**config.mk**
```make
export PLATFORM = sky130hd
export DESIGN_NAME = data_memory_ctrl
export DESIGN_NICKNAME = d
export VERILOG_FILES = /design/src/rtl/data_memory_ctrl.sv
export SDC_FILE = /design/constraint.sdc
export NUM_CORES = 1
export LEC_CHECK = 0
export CAP_MARGIN = 20
export CORE_MARGIN = 1.5
export CORE_UTILIZATION = 62
export CTS_CLUSTER_DIAMETER = 100
export DETAILED_ROUTE_END_ITERATION = 10
export GPL_TIMING_DRIVEN = 0
export MAX_ROUTING_LAYER = met4
export PLACE_DENSITY_LB_ADDON = 0.3
export SLEW_MARGIN = 0
export SYNTH_ARGS = -nofsm -noshare
export SYNTH_HDL_FRONTEND = slang
export SYNTH_SLANG_ARGS = --single-unit
```
**constraint.sdc**
```tcl
create_clock -name clk_i -period 5 [get_ports clk_i]
set_clock_uncertainty 0.15 [all_clocks]
set_input_delay 1 -clock clk_i [delete_from_list [all_inputs] [get_ports clk_i]]
set_output_delay 1 -clock clk_i [all_outputs]
set_load 0.05 [all_outputs]
```
**src/rtl/data_memory_ctrl.sv**
```systemverilog
// Byte-addressable data memory for the MEM stage: byte/half/word access,
// load extension, misalignment flagging, and a req/ready handshake with LATENCY cycles.
module data_memory_ctrl #(
   parameter int DEPTH   = 32,
   parameter int LATENCY = 1
) (
   input  logic        clk_i,
   input  logic        rst_i,
   input  logic        req_i,
   input  logic        we_i,
   input  logic [1:0]  size_i,
   input  logic        unsigned_i,
   input  logic [31:0] addr_i,
   input  logic [31:0] wdata_i,
   output logic        ready_o,
   output logic        busy_o,
   output logic [31:0] rdata_o,
   output logic        misalign_o
);

   localparam int IDX_W = $clog2(DEPTH);
   localparam int CNT_W = (LATENCY > 1) ? $clog2(LATENCY) : 1;

   typedef enum logic [1:0] {IDLE = 2'd0, WAIT = 2'd1, RESP = 2'd2} state_t;

   state_t             state_q, state_d;
   logic [CNT_W-1:0]   cnt_q, cnt_d;
   logic               we_q, we_d;
   logic [1:0]         size_q, size_d;
   logic               uns_q, uns_d;
   logic [IDX_W+1:0]   addr_q, addr_d;
   logic [31:0]        wdata_q, wdata_d;
   logic [31:0]        rdata_q, rdata_d;
   logic               mis_q, mis_d;
   logic               enter_resp;

   logic               acc_we;
   logic [1:0]         acc_size;
   logic               acc_uns;
   logic [IDX_W+1:0]   acc_addr;
   logic [31:0]        acc_wdata;
   logic               acc_mis;
   logic [3:0]         acc_be;
   logic [31:0]        acc_wsh;
   logic [31:0]        mem_word;
   logic               unused_addr;

   logic [31:0] mem_q [DEPTH];

   assign unused_addr = ^addr_i[31:IDX_W+2];

   function automatic logic [31:0] load_extract(input logic [31:0] word, input logic [1:0] size,
                                                input logic [1:0] off, input logic uns);
      logic [31:0] sh;
      sh = word >> {off, 3'b000};
      case (size)
         2'b00:   load_extract = uns ? {24'b0, sh[7:0]}  : {{24{sh[7]}}, sh[7:0]};
         2'b01:   load_extract = uns ? {16'b0, sh[15:0]} : {{16{sh[15]}}, sh[15:0]};
         default: load_extract = word;
      endcase
   endfunction

   always_comb begin
      state_d    = state_q;
      cnt_d      = cnt_q;
      we_d       = we_q;
      size_d     = size_q;
      uns_d      = uns_q;
      addr_d     = addr_q;
      wdata_d    = wdata_q;
      enter_resp = 1'b0;
      case (state_q)
         IDLE: begin
            if (req_i) begin
               we_d    = we_i;
               size_d  = size_i;
               uns_d   = unsigned_i;
               addr_d  = addr_i[IDX_W+1:0];
               wdata_d = wdata_i;
               if (LATENCY == 1) begin
                  state_d    = RESP;
                  enter_resp = 1'b1;
               end else begin
                  state_d = WAIT;
                  cnt_d   = CNT_W'(LATENCY - 2);
               end
            end
         end
         WAIT: begin
            if (cnt_q == '0) begin
               state_d    = RESP;
               enter_resp = 1'b1;
            end else begin
               cnt_d = cnt_q - 1'b1;
            end
         end
         RESP:    state_d = IDLE;
         default: state_d = IDLE;
      endcase
   end

   // With LATENCY = 1 the access completes on the accepting edge, so use the live inputs in IDLE.
   always_comb begin
      acc_we    = (state_q == IDLE) ? we_i                 : we_q;
      acc_size  = (state_q == IDLE) ? size_i               : size_q;
      acc_uns   = (state_q == IDLE) ? unsigned_i           : uns_q;
      acc_addr  = (state_q == IDLE) ? addr_i[IDX_W+1:0]    : addr_q;
      acc_wdata = (state_q == IDLE) ? wdata_i              : wdata_q;
      acc_mis   = (acc_size == 2'b11) ||
                  ((acc_size == 2'b01) && acc_addr[0]) ||
                  ((acc_size == 2'b10) && (acc_addr[1:0] != 2'b00));
      case (acc_size)
         2'b00:   acc_be = 4'b0001 << acc_addr[1:0];
         2'b01:   acc_be = 4'b0011 << acc_addr[1:0];
         default: acc_be = 4'b1111;
      endcase
      acc_wsh  = acc_wdata << {acc_addr[1:0], 3'b000};
      mem_word = mem_q[acc_addr[IDX_W+1:2]];
      rdata_d  = '0;
      mis_d    = 1'b0;
      if (enter_resp) begin
         mis_d = acc_mis;
         if (!acc_mis && !acc_we)
            rdata_d = load_extract(mem_word, acc_size, acc_addr[1:0], acc_uns);
      end
   end

   always_ff @(posedge clk_i or posedge rst_i) begin
      if (rst_i) begin
         state_q <= IDLE;
         cnt_q   <= '0;
         we_q    <= 1'b0;
         size_q  <= 2'b00;
         uns_q   <= 1'b0;
         addr_q  <= '0;
         wdata_q <= '0;
         rdata_q <= '0;
         mis_q   <= 1'b0;
      end else begin
         state_q <= state_d;
         cnt_q   <= cnt_d;
         we_q    <= we_d;
         size_q  <= size_d;
         uns_q   <= uns_d;
         addr_q  <= addr_d;
         wdata_q <= wdata_d;
         rdata_q <= rdata_d;
         mis_q   <= mis_d;
      end
   end

   // Array is not reset; a reset held across the commit edge drops the store.
   always_ff @(posedge clk_i) begin
      if (enter_resp && acc_we && !acc_mis && !rst_i) begin
         for (int i = 0; i < 4; i++)
            if (acc_be[i]) mem_q[acc_addr[IDX_W+1:2]][8*i +: 8] <= acc_wsh[8*i +: 8];
      end
   end

   assign ready_o    = (state_q == RESP);
   assign busy_o     = (state_q != IDLE);
   assign rdata_o    = rdata_q;
   assign misalign_o = mis_q;

endmodule

```
### After elaboration in Yosys (flattened, before gate mapping)

Memories as Yosys holds them, arrays and structs flattened.
Cells that the tools add are included.

| storage, ports and cells | value |
|---|---|
| register bits | 79 |
| memory bits (writable) | 1,024 |
| bits of input ports | 71 |
| word-level logic and storage cells | 70 |
| memories | 1 |

Memory list:

| name | words | width | rd ports | clocked after memory_dff | wr ports | line | source |
|---|---|---|---|---|---|---|---|
| mem_q | 32 | 32 | 1 | 0 | 1 | 48 | `logic [31:0] mem_q [DEPTH];` |

| operators by class | value |
|---|---|
| add/subtract/negate cells | 1 |
| equality and inequality tests | 7 |
| shift operators | 4 |
| muxes and demuxes | 31 |
| reduce and logical (&&, ||, !) cells | 17 |

Operator list:

| kind | count |
|---|---|
| $mux W32 | 5 |
| $pmux W32 S2 | 1 |
| $shl A32 B5 Y32 | 1 |
| $shr A32 B5 Y16 | 1 |
| $mux W1 | 18 |
| $pmux W4 S2 | 1 |
| $mux W7 | 1 |
| $eq A2 B2 Y1 const B | 3 |
| $logic_and A1 B1 Y1 | 6 |
| $mux W2 | 3 |
| $eq A2 B1 Y1 const B | 2 |
| $logic_not A2 Y1 | 2 |
| $ne A2 B2 Y1 const B | 2 |
| $pmux W2 S2 | 1 |
| $reduce_and A2 Y1 | 2 |
| $reduce_bool A2 Y1 | 2 |
| $shl A1 B2 Y4 const A | 1 |
| $shl A2 B2 Y4 const A | 1 |
| $logic_not A1 Y1 | 3 |
| $logic_or A1 B1 Y1 | 2 |
| $pmux W1 S2 | 1 |
| $sub A1 B1 Y1 const B | 1 |

### Logic depth before layout (Yosys ltp)

Gate-level depths: netlist (run 1).

| logic depth | value |
|---|---|
| word-level depth | 11 |
| mapped depth | 15 |
| mapped depth without buffers | 8 |

### Worst setup path after synthesis (run 1)

Ideal clock, no wire load.

| timing | value |
|---|---|
| kind | register -> register |
| start | reg state_q[1] |
| end | mem mem_q[0][30] (data pin) |
| library setup time | 454 ps |
| arrival time | 3,447 ps |
| data required time | 4,396 ps |
| slack | 949 ps |
| stages on the path, launching flop included | 10 |
| buffers on the path | 4 |
| clock period less this slack | 4,051 ps |
| cell sequence | dfrtp_1 -> buf_6 -> buf_6 -> mux2i_1 -> clkbuf_1 -> clkbuf_1 -> nand2_1 -> nand3_1 -> nand2_1 -> o21ai_0 |

| between the ends | value |
|---|---|
| cells in the longest elaborated chain, start to end | 3 |

Ends and longest elaborated chain:

| item | line | source |
|---|---|---|
| start: declaration | 26 | `state_t state_q, state_d;` |
| start signal: assignment | 140 | `state_q <= state_d;` |
| $logic_not A2 Y1 (*) | 107, 108 |  |
| $mux W32 or $mux W7 (tied branches) | 108, 107 |  |
| $shl A32 B5 Y32 (*) | 117 | `acc_wsh = acc_wdata << {acc_addr[1:0], 3'b000};` |
| net acc_wsh[30] | 44 | `logic [31:0] acc_wsh;` |
| end: declaration | 48 |  |

Mark *: on every way through the listed nets, which the timed path passes. The rest lies on a longest branch.

### Worst setup path in the final report (run 1)

| timing | value |
|---|---|
| start | in addr_i[3] |
| end | reg rdata_q[4], in the netlist rdata_o[4] |

| between the ends | value |
|---|---|
| cells in the longest elaborated chain, start to end | 7 |

Ends and longest elaborated chain:

| item | line | source |
|---|---|---|
| start: declaration | 13 | `input logic [31:0] addr_i,` |
| $mux W7 (*) | 107 | `acc_addr = (state_q == IDLE) ? addr_i[IDX_W+1:0] : addr_q;` |
| $mem_v2 Z32 W32 (*) | - |  |
| $shr A32 B5 Y16 | 55 | `sh = word >> {off, 3'b000};` |
| $mux W32 (on tied branches) | 58, 57 |  |
| $pmux W32 S2 (*) | 56 | `case (size)` |
| $mux W32 (*) | 123 | `if (!acc_mis && !acc_we)` |
| $mux W32 (*) | 121 | `if (enter_resp) begin` |
| net rdata_d[4] | 33 | `logic [31:0] rdata_q, rdata_d;` |
| end signal: assignment | 147 | `rdata_q <= rdata_d;` |
| end: declaration | 33 |  |

Marks and branches as above.
A chain may end at the register's enable or synchronous reset.

==> results of run 1 <==
kinds of logic after synthesis:
family                 after synthesis
DFF                               1100
muxes                              305
buffers and inverters              221
and+or+nand+nor                    884
AOI/OAI and AO/OA                  430
worst max-delay path by stage:
stage,from,to,slack [ns],cells after the start
after detailed placement,addr_i[3],rdata_o[0],-0.97,11
after CTS,state_q[1],mem_q[19][14],-0.11,11
after global placement,addr_i[1],mem_q[10][29],-1.93,8
after global routing,state_q[1],mem_q[18][20],-0.007,11
after floorplan,state_q[1],mem_q[0][30],0.95,9
final,addr_i[3],rdata_o[4],-0.20,10
tightest hold or removal path, cell delays in order (launching register included):
cell and delay (ns):
dfrtp_1 0.35, nand2_1 0.05, nand2_1 0.05
stage by stage:
stage	setup TNS (ns)	instances	util, %	instance area (um2)
after floorplan	0	2940	-	45100
after global placement	-1616.72	3970	65.6	47100
after detailed placement	-160.78	4109	68.8	49300
after CTS	-4.58	4304	73.5	52800
after global routing	-0.0306	4313	74.0	53100
final	-6.36	4315	74.0	53100
power breakdown:
part | total [mW] | internal [mW] | leakage, nW | switching, mW
Combinational | 3.04 | 0.864 | 6.54 | 2.18
Sequential | 10.4 | 10.4 | 10.3 | 0.0535
Clock | 7.84 | 4.36 | 1.63 | 3.48
state kept, by name, indices dropped and copies added (netlist names):
signal and flops:
addr_q 7, mem_q 1024, misalign_o 1, rdata_o 32
size_q 2, state_q 1, uns_q 1, wdata_q 32
repair_timing:
item	in CTS	in global routing
setup buffers	0	7
pin swaps	0	5
gates resized for setup	19	39
setup endpoints to repair	169	669
cell usage after synthesis (all sizes together) (3+ instances only):
| master | instances | area [um2] |
|---|---|---|
| clkbuf | 109 | 410 |
| o21bai | 42 | 315 |
| a211oi | 29 | 268 |
| buf | 109 | 831 |
| a211o | 3 | 26.3 |
| a2111oi | 3 | 45.1 |
| dfrtp | 76 | 1900 |
| nor2 | 60 | 230 |
| nor4 | 9 | 62.6 |
| and2 | 9 | 56.3 |
| a21o | 17 | 128 |
| nand4 | 44 | 275 |
| a32oi | 163 | 1430 |
| nand4b | 4 | 35.0 |
| nand2 | 554 | 2080 |
| a31oi | 8 | 50.1 |
| a21oi | 35 | 198 |
| or2 | 5 | 31.3 |
| edfxtp | 1024 | 30700 |
| mux2 | 22 | 255 |
| nand4bb | 6 | 67.6 |
| nor3 | 138 | 696 |
| a41oi | 12 | 105 |
| mux2i | 216 | 2170 |
| mux4 | 67 | 1510 |
| o211ai | 9 | 72.6 |
| o22ai | 48 | 300 |
| nand3 | 36 | 180 |
| or4b | 4 | 47.6 |
| a22o | 3 | 27.5 |
| a221oi | 7 | 67.6 |
| o21ai | 45 | 225 |
| nor3b | 4 | 45.1 |
| or4 | 6 | 52.6 |
area by class of cell:
class,count,area [um2],share of cell area (%)
repair buffers,229,2520,4.76
plain buffers,216,1250,2.36
multi-input cells,1619,12100,22.8
inverters,3,13.8,0.0259
flip-flops and latches,1100,32700,61.5
well taps,950,1190,2.24
clock inverters,53,432,0.813
clock buffers,143,2920,5.51
diodes,2,5.00,0.00943
layer usage:
metal | routed length [um] | global-route usage [%]
met5 | 0 | -
met4 | 12000 | 25.6
met3 | 23200 | 11.1
met2 | 69700 | 62.9
met1 | 52900 | 56.4
==> results.ini, run 1 <==
[worst_setup_path]
arrival_ns = 5.54
critPathCaptureType = register
crit_type = primary input to register
cp_cell_sequence = clkdlybuf4s50_1 -> mux2_4 -> a21oi_1 -> clkbuf_1 -> clkbuf_2 -> a32oi_1 -> nand4_1 -> nor3_1 -> a2111oi_0 -> a211oi_1
reg2reg_from = state_q[1]
r2r_end = rdata_o[4]
crit_required_ns = 5.34
worstRegToRegCells = 11
reg2reg_slack_ns = -0.14
critPathBufInv = 3
cpLargestDelayFamily = buffers and inverters
path_max_fanout = 10
cpPeakStageDelay_ns = 0.85
startpoint_type = primary input
cp_slowest_cell = clkbuf_1

[cells_and_area]
nFillCells = 4278
area_growth_pct = 17.7
final_net_count = 3345
mostFrequentLayoutCell = edfxtp_1
final_cell_mix = 1024 x edfxtp_1, 554 x nand2_1, 213 x mux2i_1, 163 x a32oi_1, 122 x clkbuf_1
final_layout_size_suffix_gt1_share_pct = 19.8

[min_path]
hp-start = uns_q
min_to = uns_q
hold_path_class = register to register
hold_depth = 2

[global_routing]
grt_max_degree = 70
overflow = 0
grtUsageTotal_pct = 43.6
grt_pass1_vias = 29600
grt_pass1_wl_mm = 217
grt_antenna_before_repair = 2

[clocking]
clock_latency_ns = 0.71
cts-buffers-inserted = 105
ctsLongestPathBuffers = 3
holdBufCountCts = 0
cts_htree_levels = 3
cts_tree = done
root_buffer = clkbuf_16
clkSlewWorstSetupHoldPaths_ns = 0.06
cts_sinks = 1100

[pwr]
peakVddDrop_mv = 0.340
power_mw = 21.3
p_leak_nw = 18.5
p_per_area_mw_per_mm2 = 402

[logic_synthesis]
synth_area_mm2 = 0.0451
synth_edf_count = 1024
synthSimpleGateAreaFrac_pct = 8.68
synth_xor_area_share_pct = 0
ys_ff_latch = 1100
syn_avg_cell_area_um2 = 15.3
seq_area_frac_synth_pct = 72.4
synthAdderAreaFrac_pct = 0
syn_inst = 2940
ys.flop_type = edfxtp_1
synthMuxAreaShare_pct = 8.73
synthArstFlopShare_pct = 6.91
synth_fp_nets = 3011
yosys.cell_types.count = 69
yosys_warnings = 0
synth-compound-area-share_pct = 7.37
synth_top_family_by_area = multiplexers

[detailed_routing]
vias = 31100
ant_nets = 0
drc_errors = 2
first_iter_violations = 5771
first_pass_iters = 9
wl_per_cell_um = 36.6
totalWireLength_mm = 158
via_per_inst = 7.20

[timing]
fin_ws_ns = -0.195
slew_headroom_pct = 7.06
setup_viol = 80
period_minus_slack_ns = 5.20
slew_viol_final = 0
tightest_slew_ns = 1.39
hold_viol = 0
fmax_mhz = 192
finalHoldWorstSlack_ns = 0.331
fin_crit_sh_pct = 104

[place]
place_congestion = 1.05
post-place-ws_ns = -0.971
io_buffers = 80
dp_hpwl_mm = 108

[floorplan]
placementRows = 98
ios = 106
core-area_mm2 = 0.0717
design.die.area_mm2 = 0.0743
initial_core_util_pct = 62.8
die_x_um = 273
dieHeight_um = 273

[status]
status = finished, violations left
violations = design-rule violations, negative setup slack

[run]
drv_cap = 0

(Power assumes the default switching activity.)
==> inputs of run 2 (changes only) <==
--- a/config.mk
+++ b/config.mk
@@ -13,7 +13,7 @@
 export GPL_TIMING_DRIVEN = 0
 export MAX_ROUTING_LAYER = met4
 export PLACE_DENSITY_LB_ADDON = 0.3
-export SLEW_MARGIN = 0
+export SLEW_MARGIN = 10
 export SYNTH_ARGS = -nofsm -noshare
 export SYNTH_HDL_FRONTEND = slang
 export SYNTH_SLANG_ARGS = --single-unit
==> results.ini, run 2 (synthesis gave the netlist of run 1 again) <==
[pwr]
power_mw = 21.7  ; +1.8%
p_per_area_mw_per_mm2 = 409  ; +1.8%
p_leak_nw = 18.4  ; -0.52%
peakVddDrop_mv = 0.370  ; +9.1%

[timing]
slew_viol_final = 0  ; unchanged
setup_viol = 21  ; -74%
fin_tns_setup_ns = -1.11  ; +5.25 ns
hold_viol = 0  ; unchanged
slew_headroom_pct = 12.9  ; +5.8 points
fmax_mhz = 194  ; +0.72%
fin_ws_ns = -0.158  ; +0.0373 ns
fin_crit_sh_pct = 103  ; -0.75 points
rsz0062_at_grt = true
tightest_slew_ns = 1.31  ; -0.0870 ns
period_minus_slack_ns = 5.16  ; -0.0373 ns
finalHoldWorstSlack_ns = 0.333  ; +0.00108 ns

[detailed_routing]
ant_nets = 0  ; unchanged
drc_errors = 0  ; -2
first_pass_iters = 9  ; unchanged
first_iter_violations = 5515  ; -4.4%
wl_per_cell_um = 36.9  ; +0.82%
vias = 31100  ; -0.10%
totalWireLength_mm = 159  ; +0.80%
via_per_inst = 7.20  ; about the same

[floorplan]
die_x_um = 273  ; unchanged
core-area_mm2 = 0.0717  ; unchanged
dieHeight_um = 273  ; unchanged
design.die.area_mm2 = 0.0743  ; unchanged
placementRows = 98  ; unchanged
ios = 106  ; unchanged
initial_core_util_pct = 62.8  ; unchanged

[place]
dp_hpwl_mm = 109  ; +1.1%
placedInstanceArea_mm2 = 0.0493  ; about the same
post-place-ws_ns = -0.968  ; +0.00310 ns
place_congestion = 1.05  ; unchanged
dpl.cell_count = 4111  ; +0.049%
io_buffers = 80  ; unchanged

[worst_setup_path]
cpPeakStageDelay_ns = 0.76  ; -0.09 ns
path_max_fanout = 10  ; unchanged
cpLargestDelayFamily = buffers and inverters
crit_type = primary input to register
cp_slowest_cell = a21oi_1
crit_top_cell = a21oi_1
crit_required_ns = 5.33  ; about the same
critPathBufInv = 3  ; unchanged
critPathCaptureType = register
arrival_ns = 5.49  ; -0.05 ns
cp_cell_sequence = clkdlybuf4s50_1 -> mux2_4 -> a21oi_1 -> clkbuf_1 -> clkbuf_2 -> a32oi_1 -> nand4_1 -> nor2_1 -> o21ai_0 -> a21oi_1
startpoint_type = primary input

[clocking]
clock_latency_ns = 0.70  ; about the same
ctsLongestPathBuffers = 3  ; unchanged
cts_tree = done
cts-buffers-inserted = 106  ; +0.95%
holdBufCountCts = 0  ; unchanged
post_cts_buffers = 0  ; unchanged
root_buffer = clkbuf_16
cts_sinks = 1100  ; unchanged
cts_htree_levels = 3  ; unchanged
clkSlewWorstSetupHoldPaths_ns = 0.06  ; about the same

[cells_and_area]
largest_register_ffs = 1024  ; unchanged
final_cell_mix = 1024 x edfxtp_1, 553 x nand2_1, 213 x mux2i_1, 163 x a32oi_1, 109 x clkbuf_1
regArea_mm2 = 0.0327  ; unchanged
stdcell_count = 4314  ; -0.023%
area_growth_pct = 17.8  ; about the same
final_layout_size_suffix_gt1_share_pct = 20.7  ; +0.92 points
final_net_count = 3341  ; -0.12%
multi_input_area_mm2 = 0.0121  ; +0.42%
nFillCells = 4222  ; -1.3%
mostFrequentLayoutCell = edfxtp_1
final_cell_area_mm2 = 0.0531  ; about the same
fin_util_pct = 74.0  ; about the same

[global_routing]
grtUsageTotal_pct = 44.3  ; +0.69 points
overflow = 0  ; unchanged
grt_antenna_before_repair = 3  ; +1
grt_max_degree = 49  ; -30%
grt_pass1_wl_mm = 221  ; +1.9%
grt_pass1_vias = 30200  ; +2.0%

[status]
violations = negative setup slack
status = finished, violations left

[min_path]
hold_path_class = register to register

[run]
drv_cap = 0  ; unchanged

-- run 2: cell types whose count changed in the layout (fill, tap and decap cells not counted), sizes merged --
cell and change:
buf -6, bufinv +7, clkbuf -11, clkdlybuf4s15 -1
clkinv +8, clkinvlp -1, diode +3
-- run 2: final timing paths --
path,start,end,slack (ns),cells past startpoint
worst min register to register,wdata_q[25],wdata_q[25],0.33,2
worst max-delay path,addr_i[3],rdata_o[5],-0.16,10
max in group asynchronous,rst_i,rdata_o[2],3.50,3
min in group asynchronous,rst_i,size_q[1],0.59,2
worst max register to register,state_q[1],rdata_o[1],-0.07,12
worst min-delay path,wdata_q[25],wdata_q[25],0.33,2
-- run 2: area by class of cell --
class | instances | area share [%]
diodes | 5 | 0.0236
plain buffers | 216 | 2.35
clock buffers | 130 | 5.38
clock inverters | 67 | 1.33
inverters | 3 | 0.0259
multi-input cells | 1619 | 22.8
flip-flops and latches | 1100 | 61.5
well taps | 950 | 2.24
repair buffers | 224 | 4.33
-- run 2: report_power, final --
group	internal, mW	switching [mW]
Combinational	0.853	2.19
Sequential	10.4	0.0534
Clock	4.69	3.54
Total	15.9	5.78
-- run 2: worst min-delay path: stages, from the launching register on --
cell and delay [ns]:
dfrtp_1 0.34, nand2_1 0.05, nand2_1 0.06
-- run 2: metal layers --
| layer | global-route usage, % | share of wire [%] |
|---|---|---|
| met4 | 27.8 | 7.9 |
| met1 | 55.8 | 34 |
| met2 | 63.5 | 44 |
| met3 | 12.8 | 14 |
| met5 | - | 0 |
-- run 2: timing repair --
| action | 4_1_cts | 5_1_grt |
|---|---|---|
| pin swaps | 0 | 0 |
| setup endpoints to repair | 289 | 481 |
| cloned | 0 | 0 |
| gates resized for setup | 19 | 32 |
